### config.mk
export PLATFORM = sky130hd
export DESIGN_NAME = adder_stream_stage
export DESIGN_NICKNAME = d
export VERILOG_FILES = /design/src/rtl/adder_stage_pkg.sv /design/src/rtl/axis_skid_buffer.sv /design/src/rtl/adder_stream_stage.sv
export SDC_FILE = /design/constraint.sdc
export NUM_CORES = 1
export LEC_CHECK = 0
export ABC_CLOCK_PERIOD_IN_PS = 5500
export CORE_UTILIZATION = 60
export DETAILED_ROUTE_END_ITERATION = 12
export HOLD_SLACK_MARGIN = 0.08
export PLACE_DENSITY_LB_ADDON = 0.05
export SLEW_MARGIN = 10
export SYNTH_ARGS = -nofsm -noshare
export SYNTH_HDL_FRONTEND = slang
export SYNTH_SLANG_ARGS = --single-unit
### constraint.sdc
create_clock -name clk -period 5.5 [get_ports clk]
set_input_delay 1.65 -clock clk [delete_from_list [all_inputs] [get_ports clk]]
set_output_delay 1.65 -clock clk [all_outputs]
set_load 0.01 [all_outputs]
### src/rtl/adder_stage_pkg.sv
// +------------------------------------------------------------------+
// | adder_stage_pkg                                                  |
// | Shared widths, defaults and beat layout for the adder stream.    |
// | Revision: 1.0                                                    |
// +------------------------------------------------------------------+
`default_nettype none

package adder_stage_pkg;

   localparam int DATA_W_DEF      = 32;
   localparam int METER_BEATS_DEF = 1024;
   localparam int COUNT_W         = 32;

   // Beat layout at the default width; the top rebuilds it for its own DATA_W.
   typedef struct packed {
      logic [DATA_W_DEF-1:0] data;
      logic                  last;
      logic [DATA_W_DEF-1:0] addend;
      logic                  act;
   } beat_t;

endpackage : adder_stage_pkg

`default_nettype wire

### src/rtl/axis_skid_buffer.sv
// +------------------------------------------------------------------+
// | axis_skid_buffer                                                 |
// | One-entry skid buffer with registered ready, zero-latency bypass.|
// | Revision: 1.0                                                    |
// +------------------------------------------------------------------+
`default_nettype none

module axis_skid_buffer #(
   parameter int WIDTH = 8
) (
   input  logic             clk,
   input  logic             rst_n,
   input  logic [WIDTH-1:0] s_data_i,
   input  logic             s_valid_i,
   output logic             s_ready_o,
   output logic [WIDTH-1:0] m_data_o,
   output logic             m_valid_o,
   input  logic             m_ready_i
);

   logic             full_q;
   logic             full_d;
   logic             ready_q;
   logic [WIDTH-1:0] buf_q;
   logic [WIDTH-1:0] buf_d;
   logic             accept;

   assign accept = s_valid_i & ready_q;

   always_comb begin
      full_d = full_q;
      buf_d  = buf_q;
      if (full_q) begin
         if (m_ready_i) begin
            full_d = 1'b0;
         end
      end else if (accept && !m_ready_i) begin
         full_d = 1'b1;
         buf_d  = s_data_i;
      end
   end

   // ready_q is cleared in reset so the first accept follows the first edge after release
   always_ff @(posedge clk or negedge rst_n) begin
      if (!rst_n) begin
         full_q  <= 1'b0;
         ready_q <= 1'b0;
         buf_q   <= '0;
      end else begin
         full_q  <= full_d;
         ready_q <= ~full_d;
         buf_q   <= buf_d;
      end
   end

   assign s_ready_o = ready_q;
   assign m_valid_o = full_q | accept;
   assign m_data_o  = full_q ? buf_q : s_data_i;

endmodule : axis_skid_buffer

`default_nettype wire

### src/rtl/adder_stream_stage.sv
// +------------------------------------------------------------------+
// | adder_stream_stage                                               |
// | Metered AXI4-Stream adder: skid + capture + compute stages.      |
// | Revision: 1.0                                                    |
// +------------------------------------------------------------------+
`default_nettype none

module adder_stream_stage
   import adder_stage_pkg::*;
#(
   parameter int DATA_W      = DATA_W_DEF,
   parameter int METER_BEATS = METER_BEATS_DEF
) (
   input  logic               clk,
   input  logic               rst_n,
   input  logic               activated,
   input  logic [DATA_W-1:0]  addend,
   input  logic [DATA_W-1:0]  s_axis_tdata,
   input  logic               s_axis_tvalid,
   input  logic               s_axis_tlast,
   output logic               s_axis_tready,
   output logic [DATA_W-1:0]  m_axis_tdata,
   output logic               m_axis_tvalid,
   output logic               m_axis_tlast,
   output logic               m_axis_tuser,
   input  logic               m_axis_tready,
   output logic               metering_event,
   output logic [COUNT_W-1:0] beat_count
);

   localparam int MCNT_W = (METER_BEATS > 1) ? $clog2(METER_BEATS) : 1;

   typedef struct packed {
      logic [DATA_W-1:0] data;
      logic              last;
      logic [DATA_W-1:0] addend;
      logic              act;
   } stage_beat_t;

   stage_beat_t in_beat;
   stage_beat_t skid_beat;
   logic        skid_valid;
   logic        s1_ready;
   logic        s2_ready;

   stage_beat_t s1_q, s1_d;
   logic        s1_valid_q, s1_valid_d;

   logic [DATA_W-1:0] s2_data_q, s2_data_d;
   logic              s2_last_q, s2_last_d;
   logic              s2_carry_q, s2_carry_d;
   logic              s2_act_q, s2_act_d;
   logic              s2_valid_q, s2_valid_d;
   logic [DATA_W:0]   sum;

   logic [MCNT_W-1:0]  mcnt_q, mcnt_d;
   logic               meter_q, meter_d;
   logic [COUNT_W-1:0] bcnt_q, bcnt_d;
   logic               hs_act;

   // Operands travel with the beat so a flag change only affects later beats
   assign in_beat = {s_axis_tdata, s_axis_tlast, addend, activated};

   axis_skid_buffer #(
      .WIDTH ($bits(stage_beat_t))
   ) u_skid (
      .clk       (clk),
      .rst_n     (rst_n),
      .s_data_i  (in_beat),
      .s_valid_i (s_axis_tvalid),
      .s_ready_o (s_axis_tready),
      .m_data_o  (skid_beat),
      .m_valid_o (skid_valid),
      .m_ready_i (s1_ready)
   );

   assign s2_ready = ~s2_valid_q | m_axis_tready;
   assign s1_ready = ~s1_valid_q | s2_ready;
   assign sum      = {1'b0, s1_q.data} + {1'b0, s1_q.addend};

   always_comb begin
      s1_d       = s1_q;
      s1_valid_d = s1_valid_q;
      if (s1_ready) begin
         s1_valid_d = skid_valid;
         if (skid_valid) begin
            s1_d = skid_beat;
         end
      end
   end

   always_comb begin
      s2_data_d  = s2_data_q;
      s2_last_d  = s2_last_q;
      s2_carry_d = s2_carry_q;
      s2_act_d   = s2_act_q;
      s2_valid_d = s2_valid_q;
      if (s2_ready) begin
         s2_valid_d = s1_valid_q;
         if (s1_valid_q) begin
            s2_last_d  = s1_q.last;
            s2_act_d   = s1_q.act;
            s2_data_d  = s1_q.act ? sum[DATA_W-1:0] : s1_q.data;
            s2_carry_d = s1_q.act & sum[DATA_W];
         end
      end
   end

   assign hs_act = s2_valid_q & m_axis_tready & s2_act_q;

   always_comb begin
      mcnt_d  = mcnt_q;
      meter_d = 1'b0;
      bcnt_d  = bcnt_q;
      if (hs_act) begin
         if (mcnt_q == MCNT_W'(METER_BEATS - 1)) begin
            mcnt_d  = '0;
            meter_d = 1'b1;
         end else begin
            mcnt_d = mcnt_q + 1'b1;
         end
         if (bcnt_q != '1) begin
            bcnt_d = bcnt_q + 1'b1;
         end
      end
   end

   always_ff @(posedge clk or negedge rst_n) begin
      if (!rst_n) begin
         s1_q       <= '0;
         s1_valid_q <= 1'b0;
         s2_data_q  <= '0;
         s2_last_q  <= 1'b0;
         s2_carry_q <= 1'b0;
         s2_act_q   <= 1'b0;
         s2_valid_q <= 1'b0;
         mcnt_q     <= '0;
         meter_q    <= 1'b0;
         bcnt_q     <= '0;
      end else begin
         s1_q       <= s1_d;
         s1_valid_q <= s1_valid_d;
         s2_data_q  <= s2_data_d;
         s2_last_q  <= s2_last_d;
         s2_carry_q <= s2_carry_d;
         s2_act_q   <= s2_act_d;
         s2_valid_q <= s2_valid_d;
         mcnt_q     <= mcnt_d;
         meter_q    <= meter_d;
         bcnt_q     <= bcnt_d;
      end
   end

   assign m_axis_tdata   = s2_data_q;
   assign m_axis_tvalid  = s2_valid_q;
   assign m_axis_tlast   = s2_last_q;
   assign m_axis_tuser   = s2_carry_q;
   assign metering_event = meter_q;
   assign beat_count     = bcnt_q;

endmodule : adder_stream_stage

`default_nettype wire

After elaboration in Yosys (flattened, before gate mapping). Index checks and enable logic that the tools add are counted.

Bitwise logic cells: 11. Mux-type cells: 8. Reductions and logical operators: 6. Add/sub/neg operators: 3. Equal/unequal tests: 2.

Operators by type and width (number): 66-bit 2-to-1 mux (1); 32-bit by 32-bit adder with 33-bit output (1); 32-bit by 1-bit adder with 32-bit output, second input constant (1); 32-bit 2-to-1 mux (1); 32-bit inequality test, second input constant (1); 10-bit by 1-bit adder with 10-bit output, second input constant (1); 10-bit == test, second input constant (1); 10-bit 2-to-1 mux (1); 2-bit AND reduction (4); 1-bit 2-to-1 mux (5); 1-bit bitwise AND (4); 1-bit NOT (4); 1-bit bitwise OR (3); 1-bit logical AND (1); 1-bit logical NOT (1).

Bits of input ports: 70. Flip-flop bits (word level): 214.

Depth between registers and ports, before layout. Gate-level depths: netlist of the first run.

Word-level depth: 8. Mapped depth: 10. Depth with buffers taken out: 10.

By module. Synthesis of the first run repeated with hierarchy kept, for this count alone.

Cell total of the unflattened synthesis: 963. Area, all modules: 11113.2 µm².

By module, submodules not included: adder_stream_stage (seq. area each 3653.5 µm², area each 7811.2 µm², cells each 744, times used 1); axis_skid_buffer (seq. area each 1701.6 µm², area each 3301.9 µm², cells each 219, times used 1).

Worst setup path after synthesis of the first run. Ideal clock, no wire load.

Kind: input to register. Start point: input port m_axis_tready. End point: register u_skid.buf_q[45]. Slack: 2.278 ns. Library setup time: 0.125 ns. Stages on the path: 5. Data arrival time: 3.097 ns. Data required time: 5.375 ns. Cell sequence: nand3b_1 nor3_1 clkbuf_1 clkbuf_1 mux2_2.

Longest elaborated chain between the ends: 5.

Ends and longest elaborated chain: start: declaration (RTL line adder_stream_stage.sv:26) `input logic m_axis_tready,`; 1-bit bitwise OR (RTL line adder_stream_stage.sv:77) `assign s2_ready = ~s2_valid_q | m_axis_tready;`; 1-bit bitwise OR (RTL line adder_stream_stage.sv:78) `assign s1_ready = ~s1_valid_q | s2_ready;`; 1-bit logical NOT (RTL line axis_skid_buffer.sv:37) `end else if (accept && !m_ready_i) begin`; 1-bit logical AND (RTL line axis_skid_buffer.sv:37); 2-bit AND reduction (no line); end signal: assignment (RTL line axis_skid_buffer.sv:52) `buf_q <= buf_d;`; end: declaration (RTL line axis_skid_buffer.sv:24) `logic [WIDTH-1:0] buf_q;`.

Every way passes these cells. A chain may end at the register's enable or synchronous reset.

Worst setup path in the final report of the first run.
Start point: input port m_axis_tready. End point: register u_skid.buf_q[63].

The elaborated chain is that of the path after synthesis.

==> results.yml, run 1 <==
synth:
  netlist.top_cell.by_area: "sky130_fd_sc_hd__dfrtp_1"
  async_flop_share_pct: 100
  synth.distinct_cells: 60
  synth_edf_count: 0
  netlist_area_before_placement_um2: 10900
  ys_top_cells_by_area: "sky130_fd_sc_hd__dfrtp_1 49%, sky130_fd_sc_hd__mux2_2 6.9%, sky130_fd_sc_hd__mux2i_1 6.8%, sky130_fd_sc_hd__a21oi_1 5.8%, sky130_fd_sc_hd__ha_1 3.9%"
  syn_inst: 1047
  synth.most_common_cell: "sky130_fd_sc_hd__dfrtp_1"
  synth.yosys.seq_area_share_pct: 49.2
  yosysWarnings: 0
  synth.avg_cell_area_um2: 10.4
  post_synth_most_frequent_cells: "214 x sky130_fd_sc_hd__dfrtp_1, 127 x sky130_fd_sc_hd__a21oi_1, 111 x sky130_fd_sc_hd__nor2_1"
  ys_dominant_reg_cell: "sky130_fd_sc_hd__dfrtp_1"
  synth_fp_nets: 1152
  synth_top_area_share_pct: 49.2
  synth.ff_latch_count: 214
final_layout:
  fin_nets: 1265
  utilization_pct: 76.0
  post_route_cells_drive_above_1_share_pct: 11.5
  seqCellArea_um2: 5360
  multi_input_comb_area_um2: 5250
  antenna_cells: 0
  layout-area-overhead-vs-synth_pct: 22.1
  fillerInstances: 1219
clock_tree:
  numClockSinks: 214
  cts-root-to-sink-buffers: 3
  ctsRootBufferMaster: "sky130_fd_sc_hd__clkbuf_16"
  cts.htree.levels: 1
  ctsResizeCount: 0
  postCtsSetupRepairBufs: 0
  cts_made_buffers: 24
  clkLatencyLatePin_ns: 0.51
  cts-hold-fix-buffers: 0
  path_clk_slew_ns: 0.06
  cts_tree: "done"
worst_hold_path:
  hold_path_end: "m_axis_tdata[8]"
  hold_path_class: "register to register"
  worst_hold_path.num_cells: 2
  hold_start: "m_axis_tdata[8]"
placement:
  port_buffers: 138
  dpl.hpwl_mm: 17.1
  last_weighted_congestion_value_of_the_routability_driven_placer: 0.911
setup_path:
  rr_startpoint: "s1_q[34]"
  cp_slowest_stage_delay_ns: 0.72
  critical_path_arrival_ns: 3.68
  worst_setup_path_start_kind: "primary input"
  crit_required_ns: 5.89
  crit_type: "primary input to register"
  critical_path_peak_fanout: 66
  cp_slowest_cell: "sky130_fd_sc_hd__buf_4"
  r2r_slack_ns: 2.55
  setup.worst_path.end_class: "register"
  critical_path_cell_sequence: "clkdlybuf4s50_1 -> nand3b_1 -> nor3_2 -> buf_4 -> mux2_2"
  worst_r2r_path_depth: 10
  rr_endpoint: "m_axis_tdata[22]"
detailed_routing:
  detailroute.via_count: 8217
  wl_mm: 24.9
  detailedRoute.firstPassIterationCount: 5
  wl_per_cell_um: 17.7
  postRouteAntennaNets: 0
  drt-initial-drc-count: 418
  routed_via_density: 5.86
  drt_drc_violations_left: 0
sta:
  finalHoldViolations: 0
  setup-violations-final: 0
  max_freq_ghz: 0.304
  timing.max_slew.rel_slack_pct: 30.1
  layout_worst_path_cycle_share_pct: 59.8
  report.final.slew_viol_count: 0
  tns_ns: 0
  worst_pin_slew_ns: 1.05
  skew_ns: 0.0112
  timing.final.crit_period_ns: 3.29
  rsz0062_at_grt: "false"
outcome:
  result_of_the_run: "finished clean"
floorplan:
  design.core.area_um2: 17500
  die_area_um2: 18700
  rows: 48
  boundaryPins: 139
  starting_density_of_the_core_pct: 62.2
  die_height_um: 137
  die_wd_um: 137
grt:
  vias_in_the_first_global_route: 7840
  antenna_found_initial: 0
  grt_remaining_overflow: 0
  grt_max_degree: 108
  gr-usage-all-layers_pct: 27.5
  global_route_wire_length_before_repair_mm: 40.1
power_and_ir_drop:
  cellLeakagePower_nw: 5.58
  irDropWorstVdd_uv: 360
  total_power_of_the_final_layout_w: 0.00715
  power_density_relative_to_cell_area_nw_per_um2: 538
flow_run:
  max_cap_violations: 0
-- where the power goes --
part	total [W]	switching [W]	internal, W
sequential	0.00252	0.000402	0.00212
clock	0.00175	0.000640	0.00111
combinational	0.00288	0.00156	0.00132
-- registers in the layout, summed over array words and instances, names as in the netlist --
signal	flops
s2_act_q	1
u_skid.buf_q	66
beat_count	32
metering_event	1
mcnt_q	10
u_skid.full_q	1
m_axis_tuser	1
m_axis_tlast	1
m_axis_tvalid	1
s1_valid_q	1
u_skid.s_ready_o	1
s1_q	66
m_axis_tdata	32
-- layout by cell type, fill, tap and decap left out, types with 7 or more instances in the layout --
cell type	netlist	routed
sky130_fd_sc_hd__dfrtp_1	214	213
sky130_fd_sc_hd__clkdlybuf4s50_1	0	137
sky130_fd_sc_hd__a21oi_1	127	127
sky130_fd_sc_hd__nor2_1	111	111
sky130_fd_sc_hd__nand2_1	75	75
sky130_fd_sc_hd__mux2i_1	74	74
sky130_fd_sc_hd__mux2_2	67	67
sky130_fd_sc_hd__xnor2_1	44	44
sky130_fd_sc_hd__o21ai_0	37	37
sky130_fd_sc_hd__ha_1	34	34
sky130_fd_sc_hd__clkbuf_16	0	25
sky130_fd_sc_hd__and3_1	24	24
sky130_fd_sc_hd__nand4_1	24	24
sky130_fd_sc_hd__nand3_1	19	19
sky130_fd_sc_hd__a21o_1	16	16
sky130_fd_sc_hd__xor2_1	16	16
sky130_fd_sc_hd__nor3_1	13	12
sky130_fd_sc_hd__inv_1	9	9
sky130_fd_sc_hd__o21bai_1	7	7
sky130_fd_sc_hd__and4_1	7	7
sky130_fd_sc_hd__a31oi_1	7	7
sky130_fd_sc_hd__buf_4	1	7
-- area by class of cell --
class,count,area share [%]
clock inverter,13,1.51
inverter,9,0.254
clock buffer,31,5.11
multi-input combinational,764,39.5
tap,225,2.12
sequential,214,40.3
timing repair buffer,147,11.1
-- critical path, delay by kind of cell --
| kind | cells | cell delay, ns |
|---|---|---|
| buf+inv | 2 | 1.17 |
| mux | 1 | 0.43 |
| simple gates | 2 | 0.39 |
-- through the flow --
step / instances / worst slack, ns / hold WS (ns) / area (µm²)
CTS: 1403 / 2.22 / 0.482 / 13300
finish: 1403 / 2.21 / 0.479 / 13300
floorplan: 1047 / 2.28 / 0.439 / 10900
global route: 1403 / 2.06 / 0.502 / 13300
global placement: 1359 / 1.74 / 0.460 / 12400
detailed placement: 1359 / 1.70 / 0.469 / 12400
-- how the worst max path moves through the flow --
stage,to,from
after CTS,u_skid.buf_q[63],m_axis_tready
final,u_skid.buf_q[63],m_axis_tready
after global placement,m_axis_tdata[31],m_axis_tready
after global routing,beat_count[24],m_axis_tready
after floorplan,u_skid.buf_q[45],m_axis_tready
after detailed placement,u_skid.buf_q[32],m_axis_tready
-- cells by family after synthesis --
kind of cell / count (synthesis) / share of synthesized area [%]
compound gates: 228 / 12.5
xor+xnor: 60 / 4.83
fa+ha+maj: 35 / 4.09
buf+inv: 69 / 2.59
flops: 214 / 49.2
mux: 141 / 13.7
simple gates: 300 / 13.1
-- per-layer routing --
layer / share of wire [%] / global-route usage (%) / vias up
li1: - / - / 3938
met1: 47 / 41.5 / 3983
met2: 44 / 41.0 / 257
met3: 7.1 / 5.33 / 39
met4: 1.8 / 5.68 / 0
met5: 0 / 0 / -
Power figures use the tool's default switching activity.
==> inputs of run 2 (changes only) <==
--- a/config.mk
+++ b/config.mk
@@ -5,8 +5,8 @@
 export SDC_FILE = /design/constraint.sdc
 export NUM_CORES = 1
 export LEC_CHECK = 0
-export ABC_CLOCK_PERIOD_IN_PS = 5500
-export CORE_UTILIZATION = 60
+export ABC_CLOCK_PERIOD_IN_PS = 3200
+export CORE_UTILIZATION = 56
 export DETAILED_ROUTE_END_ITERATION = 12
 export HOLD_SLACK_MARGIN = 0.08
 export PLACE_DENSITY_LB_ADDON = 0.05
==> constraint.sdc (replaced) <==
create_clock -name clk -period 3.2 [get_ports clk]
set_input_delay 0.96 -clock clk [delete_from_list [all_inputs] [get_ports clk]]
set_output_delay 0.96 -clock clk [all_outputs]
set_load 0.01 [all_outputs]
==> results.yml, run 2 (same netlist as run 1, synthesis figures left out) <==
grt:
  grt_max_degree: 79
  gr-usage-all-layers_pct: 25.8
  antenna_found_initial: 0
  global_route_wire_length_before_repair_mm: 40.8
  vias_in_the_first_global_route: 7792
  grt_remaining_overflow: 0
floorplan:
  die_height_um: 141
  die_area_um2: 20000
  rows: 50
  design.core.area_um2: 18900
  die_wd_um: 141
  boundaryPins: 139
  starting_density_of_the_core_pct: 57.6
clock_tree:
  cts_made_buffers: 23
  clkLatencyLatePin_ns: 0.51
  cts_tree: "done"
  ctsRootBufferMaster: "sky130_fd_sc_hd__clkbuf_16"
  cts-root-to-sink-buffers: 3
  numClockSinks: 214
  cts-hold-fix-buffers: 0
  postCtsSetupRepairBufs: 0
  path_clk_slew_ns: 0.06
  ctsResizeCount: 0
  cts.htree.levels: 1
power_and_ir_drop:
  cellLeakagePower_nw: 5.59
  internal_power_summed_over_all_cells_w: 0.00745
  switching_pwr_w: 0.00438
  irDropWorstVdd_uv: 492
  power_density_relative_to_cell_area_nw_per_um2: 888
  seqPwrFrac_pct: 36.5
  switching_share_pct: 37.0
  share_clk_of_total_power_pct: 21.5
  comb_power_share_pct: 41.9
setup_path:
  critical_path_peak_fanout: 4
  setup.worst_path.end_class: "register"
  r2r_slack_ns: 0.37
  worst_r2r_path_depth: 10
  rr_endpoint: "m_axis_tdata[22]"
  worst_setup_path_start_kind: "register"
  endpoint: "m_axis_tdata[22]"
  critical_path_arrival_ns: 3.21
  startpoint: "s1_q[34]"
  crit_required_ns: 3.58
  crit_type: "register to register"
  rr_startpoint: "s1_q[34]"
final_layout:
  largestRegisters: "s1_q x66, u_skid.buf_q x66"
  utilization_pct: 70.5
  layout-area-overhead-vs-synth_pct: 22.5
  mostFrequentLayoutCell: "sky130_fd_sc_hd__dfrtp_1"
  layout_common_cells: "213 x sky130_fd_sc_hd__dfrtp_1, 137 x sky130_fd_sc_hd__clkdlybuf4s50_1, 127 x sky130_fd_sc_hd__a21oi_1"
  antenna_cells: 0
  fin_cells: 1443
  fin_nets: 1276
  post_route_cells_drive_above_1_share_pct: 11.9
detailed_routing:
  postRouteAntennaNets: 0
  wl_mm: 25.1
  detailedRoute.firstPassIterationCount: 5
  routed_via_density: 5.69
  detailroute.via_count: 8206
  drt_drc_violations_left: 0
  wl_per_cell_um: 17.4
  drt-initial-drc-count: 414
outcome:
  result_of_the_run: "finished clean"
worst_hold_path:
  hold_path_class: "register to register"
placement:
  port_buffers: 138
  placed_cells: 1406
  last_weighted_congestion_value_of_the_routability_driven_placer: 0.909
  dpl.hpwl_mm: 17.9
sta:
  rsz0062_at_grt: "false"
  tns_ns: 0
  timing.final.crit_period_ns: 2.83
  finalHoldViolations: 0
  worst_pin_slew_ns: 0.667
  report.final.slew_viol_count: 0
  skew_ns: 0.00652
  max_freq_ghz: 0.353
  timing.max_slew.rel_slack_pct: 55.5
  setup-violations-final: 0
  layout_worst_path_cycle_share_pct: 88.5
flow_run:
  max_cap_violations: 0
-- run 2: worst min path at each step --
stage / depth (start not counted) / end / startpoint / slack (ns)
final: 2 / m_axis_tdata[4] / m_axis_tdata[4] / 0.48
after global routing: 1 / m_axis_tdata[24] / m_axis_tdata[24] / 0.51
after CTS: 1 / mcnt_q[6] / mcnt_q[6] / 0.49
after detailed placement: 2 / m_axis_tdata[8] / m_axis_tdata[8] / 0.47
after global placement: 2 / m_axis_tlast / m_axis_tlast / 0.46
after floorplan: 2 / m_axis_tlast / s1_q[33] / 0.44
-- run 2: layout make-up --
class	count	area [µm²]
Clock buffer	29	638
Clock inverter	8	82.6
Fill cell	1469	5570
Inverter	9	33.8
Multi-Input combinational cell	764	5250
Sequential cell	214	5360
Tap cell	260	325
Timing Repair Buffer	159	1630
-- run 2: routing by layer --
metal	part of all wire [%]	GRT usage, %	vias up
li1	-	-	3972
met4	2.6	7.19	0
met2	44	39.1	224
met1	49	39.2	3968
met5	0	0	-
met3	5.1	3.07	42
-- run 2: worst max-delay path: stages, from the launching register on --
cell                       delay (ns)
sky130_fd_sc_hd__dfrtp_1         0.40
sky130_fd_sc_hd__ha_1            0.22
sky130_fd_sc_hd__fa_1            0.42
sky130_fd_sc_hd__a211oi_1        0.40
sky130_fd_sc_hd__o21bai_1        0.13
sky130_fd_sc_hd__a21oi_1         0.24
sky130_fd_sc_hd__o31a_1          0.30
sky130_fd_sc_hd__o21ai_1         0.15
sky130_fd_sc_hd__a21oi_1         0.19
sky130_fd_sc_hd__xnor2_1         0.15
sky130_fd_sc_hd__a31oi_1         0.10
-- run 2: metrics by stage --
stage	setup WS, ns	power, W	instance area, µm²	hold WS [ns]
final	0.369	0.0118	13300	0.484
after global routing	0.167	0.0126	13300	0.513
after CTS	0.376	0.0119	13300	0.489
after detailed placement	0.367	0.00927	12600	0.474
after global placement	0.384	0.00915	12600	0.459
after floorplan	0.668	0.00760	10900	0.439
-- run 2: power by group through the flow --
stage / Sequential, W / Combinational (W) / Clock [W]
3_5_place_dp: 0.00436 / 0.00491 / 0
2_1_floorplan: 0.00424 / 0.00336 / 0
6_report: 0.00432 / 0.00496 / 0.00254
4_1_cts: 0.00432 / 0.00495 / 0.00260
5_1_grt: 0.00443 / 0.00549 / 0.00269
3_3_place_gp: 0.00432 / 0.00484 / 0
==> inputs of run 3 (changes only) <==
--- a/config.mk
+++ b/config.mk
@@ -8,9 +8,11 @@
 export ABC_CLOCK_PERIOD_IN_PS = 3200
 export CORE_UTILIZATION = 56
 export DETAILED_ROUTE_END_ITERATION = 12
+export GPL_TIMING_DRIVEN = 0
 export HOLD_SLACK_MARGIN = 0.08
 export PLACE_DENSITY_LB_ADDON = 0.05
 export SLEW_MARGIN = 10
 export SYNTH_ARGS = -nofsm -noshare
 export SYNTH_HDL_FRONTEND = slang
 export SYNTH_SLANG_ARGS = --single-unit
+export TNS_END_PERCENT = 5
==> results.yml, run 3 (same netlist as run 1, synthesis figures left out) <==
floorplan:
  die_area_um2: 20000
  die_wd_um: 141
  rows: 50
  boundaryPins: 139
  starting_density_of_the_core_pct: 57.6
  die_height_um: 141
  design.core.area_um2: 18900
final_layout:
  layout_common_cells: "214 x sky130_fd_sc_hd__dfrtp_1, 137 x sky130_fd_sc_hd__clkdlybuf4s50_1, 127 x sky130_fd_sc_hd__a21oi_1"
  layout-area-overhead-vs-synth_pct: 23.0
  fin_nets: 1317
  antenna_cells: 0
  design_area_um2: 13400
  post_route_cells_drive_above_1_share_pct: 10.9
  largestRegisters: "s1_q x66, u_skid.buf_q x66"
  mostFrequentLayoutCell: "sky130_fd_sc_hd__dfrtp_1"
sta:
  skew_ns: 0.0109
  tns_ns: 0
  worst_pin_slew_ns: 0.848
  max_freq_ghz: 0.331
  timing.max_slew.rel_slack_pct: 43.5
  report.final.slew_viol_count: 0
  timing.final.crit_period_ns: 3.02
  finalHoldViolations: 0
  layout_setup_ws_ns: 0.183
  setup-violations-final: 0
  layout_worst_path_cycle_share_pct: 94.3
  rsz0062_at_grt: "true"
flow_run:
  max_cap_violations: 0
placement:
  dp_worst_setup_slack_ns: -0.433
  last_weighted_congestion_value_of_the_routability_driven_placer: 0.932
  total_placed_instance_area_um2: 12600
  dpl.hpwl_mm: 20.0
  port_buffers: 138
setup_path:
  cp_slowest_stage_delay_ns: 0.52
  critical_path.n_buffers_inverters: 4
  critical_path_peak_fanout: 10
  worst_setup_path_start_kind: "primary input"
  cp_slowest_cell: "sky130_fd_sc_hd__clkdlybuf4s50_1"
  critical_path_arrival_ns: 3.37
  crit_type: "primary input to register"
  critical_path_cell_sequence: "clkdlybuf4s50_1 -> nand3b_1 -> nor2b_1 -> clkbuf_1 -> clkbuf_1 -> clkbuf_1 -> a21oi_1"
  worst_path_dominant_cell_family: "buffers and inverters"
  setup.worst_path.end_class: "register"
  crit_required_ns: 3.55
  timing.critical_path.mode_cell: "sky130_fd_sc_hd__clkbuf_1"
grt:
  grt_remaining_overflow: 0
  global_route_wire_length_before_repair_mm: 44.1
  grt_max_degree: 82
  vias_in_the_first_global_route: 8493
  antenna_found_initial: 0
  gr-usage-all-layers_pct: 28.1
clock_tree:
  clkLatencyLatePin_ns: 0.51
  cts_made_buffers: 23
  cts-root-to-sink-buffers: 3
  numClockSinks: 214
  path_clk_slew_ns: 0.06
  ctsRootBufferMaster: "sky130_fd_sc_hd__clkbuf_16"
  cts.htree.levels: 1
  cts_tree: "done"
detailed_routing:
  drt_drc_violations_left: 0
  routed_via_density: 5.69
  wl_per_cell_um: 18.0
  wl_mm: 26.8
  drt-initial-drc-count: 582
  detailroute.via_count: 8465
  detailedRoute.firstPassIterationCount: 5
  postRouteAntennaNets: 0
outcome:
  result_of_the_run: "finished clean"
power_and_ir_drop:
  cellLeakagePower_nw: 5.60
  irDropWorstVdd_uv: 500
  power_density_relative_to_cell_area_nw_per_um2: 895
worst_hold_path:
  hold_path_class: "primary input to async pin"
run 3: path summary, 6_finish.rpt:
path                                  start                to  slack [ns]  cells after the start
min in group clk           m_axis_tdata[16]  m_axis_tdata[16]        0.48                      2
max in group asynchronous             rst_n  u_skid.buf_q[64]        1.72                      3
setup / recovery              m_axis_tready          s1_q[63]        0.18                      7
hold reg to reg            m_axis_tdata[16]  m_axis_tdata[16]        0.48                      2
hold / removal                        rst_n    metering_event        0.39                      1
setup reg to reg                   s1_q[34]  m_axis_tdata[22]        0.20                     10
run 3: area by class of cell:
| class | instances | area, µm² |
|---|---|---|
| Buffer | 60 | 249 |
| Clock buffer | 36 | 684 |
| Clock inverter | 4 | 50.0 |
| Fill cell | 1503 | 5510 |
| Inverter | 9 | 33.8 |
| Multi-Input combinational cell | 764 | 5240 |
| Sequential cell | 214 | 5360 |
| Tap cell | 260 | 325 |
| Timing Repair Buffer | 140 | 1440 |
run 3: repair_timing:
action,4_1_cts,5_1_grt
resized for setup,0,2
setup buffers,0,0
endpoints found under the setup margin,0,11
hold buffers,0,0
run 3: power breakdown:
part	leakage (nW)	switching, W	internal [W]
Combinational	2.69	0.00275	0.00230
Clock	0.353	0.00105	0.00154
Sequential	2.55	0.000700	0.00364
Total	5.60	0.00450	0.00748
run 3: through the flow:
step / instances / power, W / hold slack, ns / utilization (%)
2_1_floorplan: 1047 / 0.00760 / 0.439 / -
3_3_place_gp: 1445 / 0.00922 / 0.460 / 66.6
3_5_place_dp: 1447 / 0.00936 / 0.470 / 66.9
4_1_cts: 1487 / 0.0120 / 0.432 / 70.8
5_1_grt: 1487 / 0.0128 / 0.439 / 70.8
6_report: 1487 / 0.0120 / 0.392 / 70.8
run 3: layer usage:
metal | vias to the layer above | wire [µm] | GRT usage, % | share of wire [%]
met2 | 272 | 12100 | 44.8 | 45
met4 | 0 | 530 | 7.02 | 2.0
met1 | 4108 | 12500 | 40.4 | 47
li1 | 4041 | - | - | -
met3 | 44 | 1670 | 4.15 | 6.3
met5 | - | 0 | 0 | 0
